$ cat config.mk
export PLATFORM = sky130hd
export DESIGN_NAME = pipeline_hazard_ctrl_flat
export DESIGN_NICKNAME = d
export VERILOG_FILES = /design/src/rtl/pipeline_hazard_ctrl_if.sv /design/src/rtl/pipeline_hazard_ctrl.sv /design/src/flat_wrapper.sv
export SDC_FILE = /design/constraint.sdc
export NUM_CORES = 1
export LEC_CHECK = 0
export ABC_AREA = 1
export BUFFER_PORTS_ARGS = -buffer_cell sky130_fd_sc_hd__buf_4
export CELL_PAD_IN_SITES_DETAIL_PLACEMENT = 1
export CELL_PAD_IN_SITES_GLOBAL_PLACEMENT = 1
export CORE_MARGIN = 3
export CORE_UTILIZATION = 34
export CTS_CLUSTER_SIZE = 40
export DETAILED_ROUTE_END_ITERATION = 10
export GPL_TIMING_DRIVEN = 0
export PLACE_DENSITY_LB_ADDON = 0.1
export SLEW_MARGIN = 25
export SYNTH_ARGS = -nofsm -noshare
export SYNTH_HDL_FRONTEND = slang
export SYNTH_SLANG_ARGS = --single-unit
$ cat constraint.sdc
create_clock -name clk -period 1.69 [get_ports clk]
set_input_delay 0.169 -clock clk [delete_from_list [all_inputs] [get_ports clk]]
set_output_delay 0.169 -clock clk [all_outputs]
set_load 0.1 [all_outputs]
$ cat src/rtl/pipeline_hazard_ctrl_if.sv
// rtl/pipeline_hazard_ctrl_if.sv - hazard-controller bundle: ID/EX/MEM status in, pipeline enables/flushes out
interface pipeline_hazard_ctrl_if #(
   parameter int CNT_W = 32
);
   logic [4:0]       idRs1;
   logic [4:0]       idRs2;
   logic             idUseRs1;
   logic             idUseRs2;
   logic [4:0]       exRd;
   logic             exRw;
   logic             exMemRead;
   logic             exMulDiv;
   logic             exBranchTaken;
   logic             mdDone;
   logic             memReq;
   logic             memReady;
   logic             pcWrite;
   logic             ifIdWrite;
   logic             ifIdFlush;
   logic             idExWrite;
   logic             idExFlush;
   logic             exMemWrite;
   logic             exMemFlush;
   logic             memWbWrite;
   logic             mdStart;
   logic             mdErr;
   logic [CNT_W-1:0] stallCycles;
   logic [CNT_W-1:0] flushCount;

   modport master (
      output idRs1, idRs2, idUseRs1, idUseRs2, exRd, exRw, exMemRead, exMulDiv,
             exBranchTaken, mdDone, memReq, memReady,
      input  pcWrite, ifIdWrite, ifIdFlush, idExWrite, idExFlush, exMemWrite,
             exMemFlush, memWbWrite, mdStart, mdErr, stallCycles, flushCount
   );

   modport slave (
      input  idRs1, idRs2, idUseRs1, idUseRs2, exRd, exRw, exMemRead, exMulDiv,
             exBranchTaken, mdDone, memReq, memReady,
      output pcWrite, ifIdWrite, ifIdFlush, idExWrite, idExFlush, exMemWrite,
             exMemFlush, memWbWrite, mdStart, mdErr, stallCycles, flushCount
   );
endinterface

$ cat src/rtl/pipeline_hazard_ctrl.sv
// rtl/pipeline_hazard_ctrl.sv - stall/flush scheduler for load-use, branch, mul/div and memory-wait hazards
module pipeline_hazard_ctrl #(
   parameter int CNT_W  = 32,
   parameter int MD_MAX = 64
) (
   input logic                   clk,
   input logic                   rst,
   pipeline_hazard_ctrl_if.slave hz
);
   localparam int WD_W = $clog2(MD_MAX);
   localparam logic [WD_W-1:0] WD_LAST = WD_W'(MD_MAX - 1);

   typedef enum logic [1:0] {RUN, MD_BUSY, MD_DONE} state_t;

   state_t           state, state_nxt;
   logic [WD_W-1:0]  wd;
   logic             md_err;
   logic [CNT_W-1:0] stall_cnt, flush_cnt;
   logic             freeze, load_use, md_timeout, md_finish;
   logic             pc_write, if_id_write, if_id_flush, id_ex_write, id_ex_flush;
   logic             ex_mem_write, ex_mem_flush, mem_wb_write, md_start;
   logic             wd_clr, err_set, br_flush;

   assign freeze     = hz.memReq & ~hz.memReady;
   assign md_timeout = (wd == WD_LAST);
   assign md_finish  = hz.mdDone | md_timeout;
   assign load_use   = hz.exMemRead & hz.exRw & (hz.exRd != 5'd0) &
                       ((hz.idUseRs1 & (hz.idRs1 == hz.exRd)) |
                        (hz.idUseRs2 & (hz.idRs2 == hz.exRd)));

   always_comb begin
      pc_write     = 1'b1;
      if_id_write  = 1'b1;
      if_id_flush  = 1'b0;
      id_ex_write  = 1'b1;
      id_ex_flush  = 1'b0;
      ex_mem_write = 1'b1;
      ex_mem_flush = 1'b0;
      mem_wb_write = 1'b1;
      md_start     = 1'b0;
      state_nxt    = state;
      wd_clr       = 1'b0;
      err_set      = 1'b0;
      br_flush     = 1'b0;
      if (rst) begin
         pc_write     = 1'b0;
         if_id_write  = 1'b0;
         id_ex_write  = 1'b0;
         ex_mem_write = 1'b0;
         mem_wb_write = 1'b0;
         if_id_flush  = 1'b1;
         id_ex_flush  = 1'b1;
         ex_mem_flush = 1'b1;
      end else if (freeze) begin
         pc_write     = 1'b0;
         if_id_write  = 1'b0;
         id_ex_write  = 1'b0;
         ex_mem_write = 1'b0;
         mem_wb_write = 1'b0;
         // A result arriving during a memory wait is parked in MD_DONE until the wait ends.
         if (state == MD_BUSY && md_finish) begin
            state_nxt = MD_DONE;
            err_set   = md_timeout & ~hz.mdDone;
         end
      end else begin
         case (state)
            RUN: begin
               if (hz.exMulDiv) begin
                  md_start     = 1'b1;
                  pc_write     = 1'b0;
                  if_id_write  = 1'b0;
                  id_ex_write  = 1'b0;
                  ex_mem_flush = 1'b1;
                  state_nxt    = MD_BUSY;
                  wd_clr       = 1'b1;
               end else if (hz.exBranchTaken) begin
                  if_id_flush = 1'b1;
                  id_ex_flush = 1'b1;
                  br_flush    = 1'b1;
               end else if (load_use) begin
                  pc_write    = 1'b0;
                  if_id_write = 1'b0;
                  id_ex_flush = 1'b1;
               end
            end
            MD_BUSY: begin
               if (md_finish) begin
                  state_nxt = RUN;
                  err_set   = md_timeout & ~hz.mdDone;
               end else begin
                  pc_write     = 1'b0;
                  if_id_write  = 1'b0;
                  id_ex_write  = 1'b0;
                  ex_mem_flush = 1'b1;
               end
            end
            MD_DONE: state_nxt = RUN;
            default: state_nxt = RUN;
         endcase
      end
   end

   always_ff @(posedge clk) begin
      if (rst) begin
         state     <= RUN;
         wd        <= '0;
         md_err    <= 1'b0;
         stall_cnt <= '0;
         flush_cnt <= '0;
      end else begin
         state <= state_nxt;
         if (wd_clr)
            wd <= '0;
         else if (state == MD_BUSY && !md_timeout)
            wd <= wd + 1'b1;
         if (err_set)
            md_err <= 1'b1;
         if (!pc_write && stall_cnt != '1)
            stall_cnt <= stall_cnt + 1'b1;
         if (br_flush && flush_cnt != '1)
            flush_cnt <= flush_cnt + 1'b1;
      end
   end

   assign hz.pcWrite     = pc_write;
   assign hz.ifIdWrite   = if_id_write;
   assign hz.ifIdFlush   = if_id_flush;
   assign hz.idExWrite   = id_ex_write;
   assign hz.idExFlush   = id_ex_flush;
   assign hz.exMemWrite  = ex_mem_write;
   assign hz.exMemFlush  = ex_mem_flush;
   assign hz.memWbWrite  = mem_wb_write;
   assign hz.mdStart     = md_start;
   assign hz.mdErr       = md_err;
   assign hz.stallCycles = stall_cnt;
   assign hz.flushCount  = flush_cnt;
endmodule
$ cat src/flat_wrapper.sv
// flat-port wrapper written by rule: the top's interface ports become plain ports
module pipeline_hazard_ctrl_flat 
#(
   parameter int CNT_W  = 32,
   parameter int MD_MAX = 64
)
  (clk, rst, hz_idRs1, hz_idRs2, hz_idUseRs1, hz_idUseRs2, hz_exRd, hz_exRw, hz_exMemRead, hz_exMulDiv, hz_exBranchTaken, hz_mdDone, hz_memReq, hz_memReady, hz_pcWrite, hz_ifIdWrite, hz_ifIdFlush, hz_idExWrite, hz_idExFlush, hz_exMemWrite, hz_exMemFlush, hz_memWbWrite, hz_mdStart, hz_mdErr, hz_stallCycles, hz_flushCount);
  pipeline_hazard_ctrl_if #(.CNT_W(CNT_W)) hz_i ();
  input logic clk;
  input logic rst;
  input wire logic [$bits(hz_i.idRs1)-1:0] hz_idRs1;
  input wire logic [$bits(hz_i.idRs2)-1:0] hz_idRs2;
  input wire logic [$bits(hz_i.idUseRs1)-1:0] hz_idUseRs1;
  input wire logic [$bits(hz_i.idUseRs2)-1:0] hz_idUseRs2;
  input wire logic [$bits(hz_i.exRd)-1:0] hz_exRd;
  input wire logic [$bits(hz_i.exRw)-1:0] hz_exRw;
  input wire logic [$bits(hz_i.exMemRead)-1:0] hz_exMemRead;
  input wire logic [$bits(hz_i.exMulDiv)-1:0] hz_exMulDiv;
  input wire logic [$bits(hz_i.exBranchTaken)-1:0] hz_exBranchTaken;
  input wire logic [$bits(hz_i.mdDone)-1:0] hz_mdDone;
  input wire logic [$bits(hz_i.memReq)-1:0] hz_memReq;
  input wire logic [$bits(hz_i.memReady)-1:0] hz_memReady;
  output wire logic [$bits(hz_i.pcWrite)-1:0] hz_pcWrite;
  output wire logic [$bits(hz_i.ifIdWrite)-1:0] hz_ifIdWrite;
  output wire logic [$bits(hz_i.ifIdFlush)-1:0] hz_ifIdFlush;
  output wire logic [$bits(hz_i.idExWrite)-1:0] hz_idExWrite;
  output wire logic [$bits(hz_i.idExFlush)-1:0] hz_idExFlush;
  output wire logic [$bits(hz_i.exMemWrite)-1:0] hz_exMemWrite;
  output wire logic [$bits(hz_i.exMemFlush)-1:0] hz_exMemFlush;
  output wire logic [$bits(hz_i.memWbWrite)-1:0] hz_memWbWrite;
  output wire logic [$bits(hz_i.mdStart)-1:0] hz_mdStart;
  output wire logic [$bits(hz_i.mdErr)-1:0] hz_mdErr;
  output wire logic [$bits(hz_i.stallCycles)-1:0] hz_stallCycles;
  output wire logic [$bits(hz_i.flushCount)-1:0] hz_flushCount;
  assign hz_i.idRs1 = hz_idRs1;
  assign hz_i.idRs2 = hz_idRs2;
  assign hz_i.idUseRs1 = hz_idUseRs1;
  assign hz_i.idUseRs2 = hz_idUseRs2;
  assign hz_i.exRd = hz_exRd;
  assign hz_i.exRw = hz_exRw;
  assign hz_i.exMemRead = hz_exMemRead;
  assign hz_i.exMulDiv = hz_exMulDiv;
  assign hz_i.exBranchTaken = hz_exBranchTaken;
  assign hz_i.mdDone = hz_mdDone;
  assign hz_i.memReq = hz_memReq;
  assign hz_i.memReady = hz_memReady;
  assign hz_pcWrite = hz_i.pcWrite;
  assign hz_ifIdWrite = hz_i.ifIdWrite;
  assign hz_ifIdFlush = hz_i.ifIdFlush;
  assign hz_idExWrite = hz_i.idExWrite;
  assign hz_idExFlush = hz_i.idExFlush;
  assign hz_exMemWrite = hz_i.exMemWrite;
  assign hz_exMemFlush = hz_i.exMemFlush;
  assign hz_memWbWrite = hz_i.memWbWrite;
  assign hz_mdStart = hz_i.mdStart;
  assign hz_mdErr = hz_i.mdErr;
  assign hz_stallCycles = hz_i.stallCycles;
  assign hz_flushCount = hz_i.flushCount;
  pipeline_hazard_ctrl #(.CNT_W(CNT_W), .MD_MAX(MD_MAX)) u_core (.clk(clk), .rst(rst), .hz(hz_i));
endmodule
==> flow_summary.ini <==
[run_status]
status = finished with violations
violations_in_the_final_reports = setup timing

[timing]
postLayoutSetupSlackWorst_ns = -0.501
setup_violations = 77
timing.final.hold_violations = 0
rsz_0062_raised_after_global_routing = true
setup_tns_after_final_layout_ns = -22.09
worst_slew_margin_rel_pct = 46.7
period_needed_ns = 2.19
clock_skew_ns = 0.0164
finalCritPeriodShare_pct = 130
maxClockFrequency_mhz = 457
tightestPinTransition_ns = 0.800
final-max-slew-violation-count = 0

[route]
detail_route.iter0.violations = 396
detail_route.wirelength_um = 23900
detail_route.vias_per_cell = 5.55
via_count = 5842
drc = 0
drtAntennaViolNets = 0
drt-pass1-iter-count = 5
routed_wire_length_per_instance_um = 22.7

[min_path]
hp-class = in2reg
timing.hold.worst.start = hz_mdDone

[global_routing]
grt.total_usage_pct = 26.7
maximum_number_of_pins_on_one_net_before_global_route_repair = 12
initial_antenna_violation_count = 0
via_count_of_the_first_global_routing_pass = 5877
grt_first_pass_wirelength_um = 30400
overflow_left_after_global_routing = 0

[power_and_ir_drop]
power_density_of_the_placed_cells_mw_per_mm2 = 562
peakVddDrop_mv = 0.450
leakage_nw = 3.29
p_total_mw = 4.52

[setup_path]
setup.worst_path.start = u_core.wd[1]
crit_fanout = 2
data_required_time_at_the_worst_endpoint_ns = 1.52
reg2reg_from = u_core.hz.flushCount[1]
critical_path_class = reg2out
reg2reg_slack_ns = -0.49
setup.worst_path.end_class = output port
startpoint_type_of_the_worst_setup_path = flip-flop
worst_ep_arrival_time_ns = 2.02

[clocking]
root_driver = sky130_fd_sc_hd__clkbuf_16
clk_path_buf_depth = 2
cts-buffers-inserted = 9
cts.htree.levels = 3
cts_sinks = 73
worst_setup_hold_path_clk_slew_ns = 0.06
worst_skew_pair.late_latency_ns = 0.36
tritoncts_clock_tree = done

[synthesis]
post_synth_inst_count = 691
synth.cell_area_sq_mm = 0.00440
synth_nets = 720
synth-main-ff-cell = sky130_fd_sc_hd__dfxtp_1
ys_ff_latch = 73
synth_edf_count = 0
yosysUniqueCellTypes = 34
ys.warnings.count = 0
register_area_share_after_synthesis_pct = 33.2
synth-async-reset-ratio_pct = 0
post_synth.cell_area_avg_sq_um = 6.36

[placed_design]
gpl.final_weighted_congestion = 0.894
numPlacedInstances = 957
port_buffers = 98
dp_wirelength_um = 11900

[floorplan]
total_die_area_sq_mm = 0.0143
x_dimension_of_the_die_um = 120
initial_core_util_pct = 35.7
io_pins = 100
die_y_um = 120
fp.coreArea_sq_mm = 0.0123
rows = 40

[layout]
layout-area-overhead-vs-synth_pct = 82.6
layout.cells.most_common = sky130_fd_sc_hd__nand2_1
num_antenna_cells = 0
nFillCells = 1482
finalNetCount = 910
layout.area.seq_sq_mm = 0.00162
final_util_pct = 65.2
post_layout_nonfiller_instances = 1053
layout-drive-gt1-share_pct = 55.0
layout_common_cells = 150 x sky130_fd_sc_hd__nand2_1, 138 x sky130_fd_sc_hd__buf_4, 66 x sky130_fd_sc_hd__nor2_1, 62 x sky130_fd_sc_hd__inv_1, 40 x sky130_fd_sc_hd__dfxtp_2
multiInputGateArea_sq_mm = 0.00377

[run]
max-cap-violations = 0
==> routing by layer <==
metal | up-vias | wire, um | track usage, %
met4 | 0 | 1370 | 11.9
met3 | 103 | 1220 | 4.95
met1 | 2856 | 8750 | 29.6
li1 | 2610 | - | -
met2 | 273 | 12500 | 49.3
met5 | - | 0 | 0
==> where the power goes <==
| group | switching [mW] | internal, mW | total, mW |
|---|---|---|---|
| logic | 0.616 | 0.371 | 0.987 |
| clock network | 0.808 | 0.989 | 1.80 |
| registers | 0.0306 | 1.70 | 1.73 |
==> metrics by stage <==
stage | instance area, sq um | hold WS (ns) | worst slack [ns]
after CTS | 7310 | 0.209 | -0.424
after floorplan | 4820 | 0.413 | -0.492
after detailed placement | 5760 | 0.464 | -0.611
final | 8030 | 0.274 | -0.501
after global routing | 8030 | 0.331 | -0.560
after global placement | 5760 | 0.459 | -0.538
==> final cells by class <==
type | count | share of cell area [%]
Timing Repair Buffer | 179 | 20.5
Multi-Input combinational cell | 523 | 46.9
Clock buffer | 14 | 3.04
Clock inverter | 1 | 0.0623
Sequential cell | 73 | 20.2
Buffer | 21 | 3.02
Tap cell | 168 | 2.62
Inverter | 74 | 3.66
==> cell usage after synthesis, types with 3 or more instances <==
library cell	instances	share of area, %
sky130_fd_sc_hd__ha_1	3	0.85
sky130_fd_sc_hd__clkbuf_1	12	1.0
sky130_fd_sc_hd__xnor2_1	12	2.4
sky130_fd_sc_hd__inv_1	73	6.2
sky130_fd_sc_hd__buf_2	3	0.34
sky130_fd_sc_hd__nor3b_1	3	0.51
sky130_fd_sc_hd__nor3_1	26	3.0
sky130_fd_sc_hd__xor2_1	30	6.0
sky130_fd_sc_hd__nand3_1	61	6.9
sky130_fd_sc_hd__or2_2	3	0.43
sky130_fd_sc_hd__nor2_4	3	0.77
sky130_fd_sc_hd__buf_6	3	0.77
sky130_fd_sc_hd__nand4_1	11	1.6
sky130_fd_sc_hd__nor2_1	94	8.0
sky130_fd_sc_hd__nand2_2	3	0.43
sky130_fd_sc_hd__dfxtp_1	73	33
sky130_fd_sc_hd__nand2_1	192	16
sky130_fd_sc_hd__buf_4	3	0.51
sky130_fd_sc_hd__a21oi_1	50	5.7
sky130_fd_sc_hd__o21ai_0	16	1.8
==> cell families after synthesis <==
| group | count (synthesis) | share of synthesized area (%) |
|---|---|---|
| AND/OR/NAND/NOR | 403 | 39.5 |
| multiplexers | 1 | 0.228 |
| flip-flops | 73 | 33.2 |
| AO/OA/AOI/OAI | 74 | 8.82 |
| adder cells (fa/ha/maj) | 3 | 0.854 |
| XOR/XNOR | 42 | 8.36 |
| buffers and inverters | 95 | 8.96 |
==> registers in the layout, summed over array words and instances, names as in the netlist <==
register / flops
u_core.hz.flushCount: 32
u_core.state: 2
u_core.hz.mdErr: 1
u_core.wd: 6
u_core.hz.stallCycles: 32
==> path summary, 6_finish.rpt <==
check | to | depth (start not counted)
setup / recovery | hz_pcWrite | 12
hold / removal | u_core.hz.mdErr | 4
setup reg to reg | u_core.hz.flushCount[5] | 12
hold reg to reg | u_core.hz.mdErr | 2
==> worst max-delay path, cell delays in order, from the launching register on <==
cell and delay [ns]:
sky130_fd_sc_hd__dfxtp_2 0.34, sky130_fd_sc_hd__ha_4 0.16, sky130_fd_sc_hd__nand2_2 0.06, sky130_fd_sc_hd__inv_2 0.04, sky130_fd_sc_hd__nand3_2 0.06, sky130_fd_sc_hd__inv_2 0.05
sky130_fd_sc_hd__o31ai_2 0.17, sky130_fd_sc_hd__nand2_1 0.14, sky130_fd_sc_hd__nand2_4 0.13, sky130_fd_sc_hd__buf_8 0.12, sky130_fd_sc_hd__clkinvlp_4 0.09, sky130_fd_sc_hd__buf_12 0.13
sky130_fd_sc_hd__buf_12 0.15
==> what timing repair did <==
item,CTS,global route
setup endpoints to repair,73,76
pin swaps,75,50
cloned,7,0
setup buffers,52,30
endpoints found under the hold margin,0,0
gates resized for setup,191,130
hold buffers,0,0
Power figures use the tool's default switching activity.
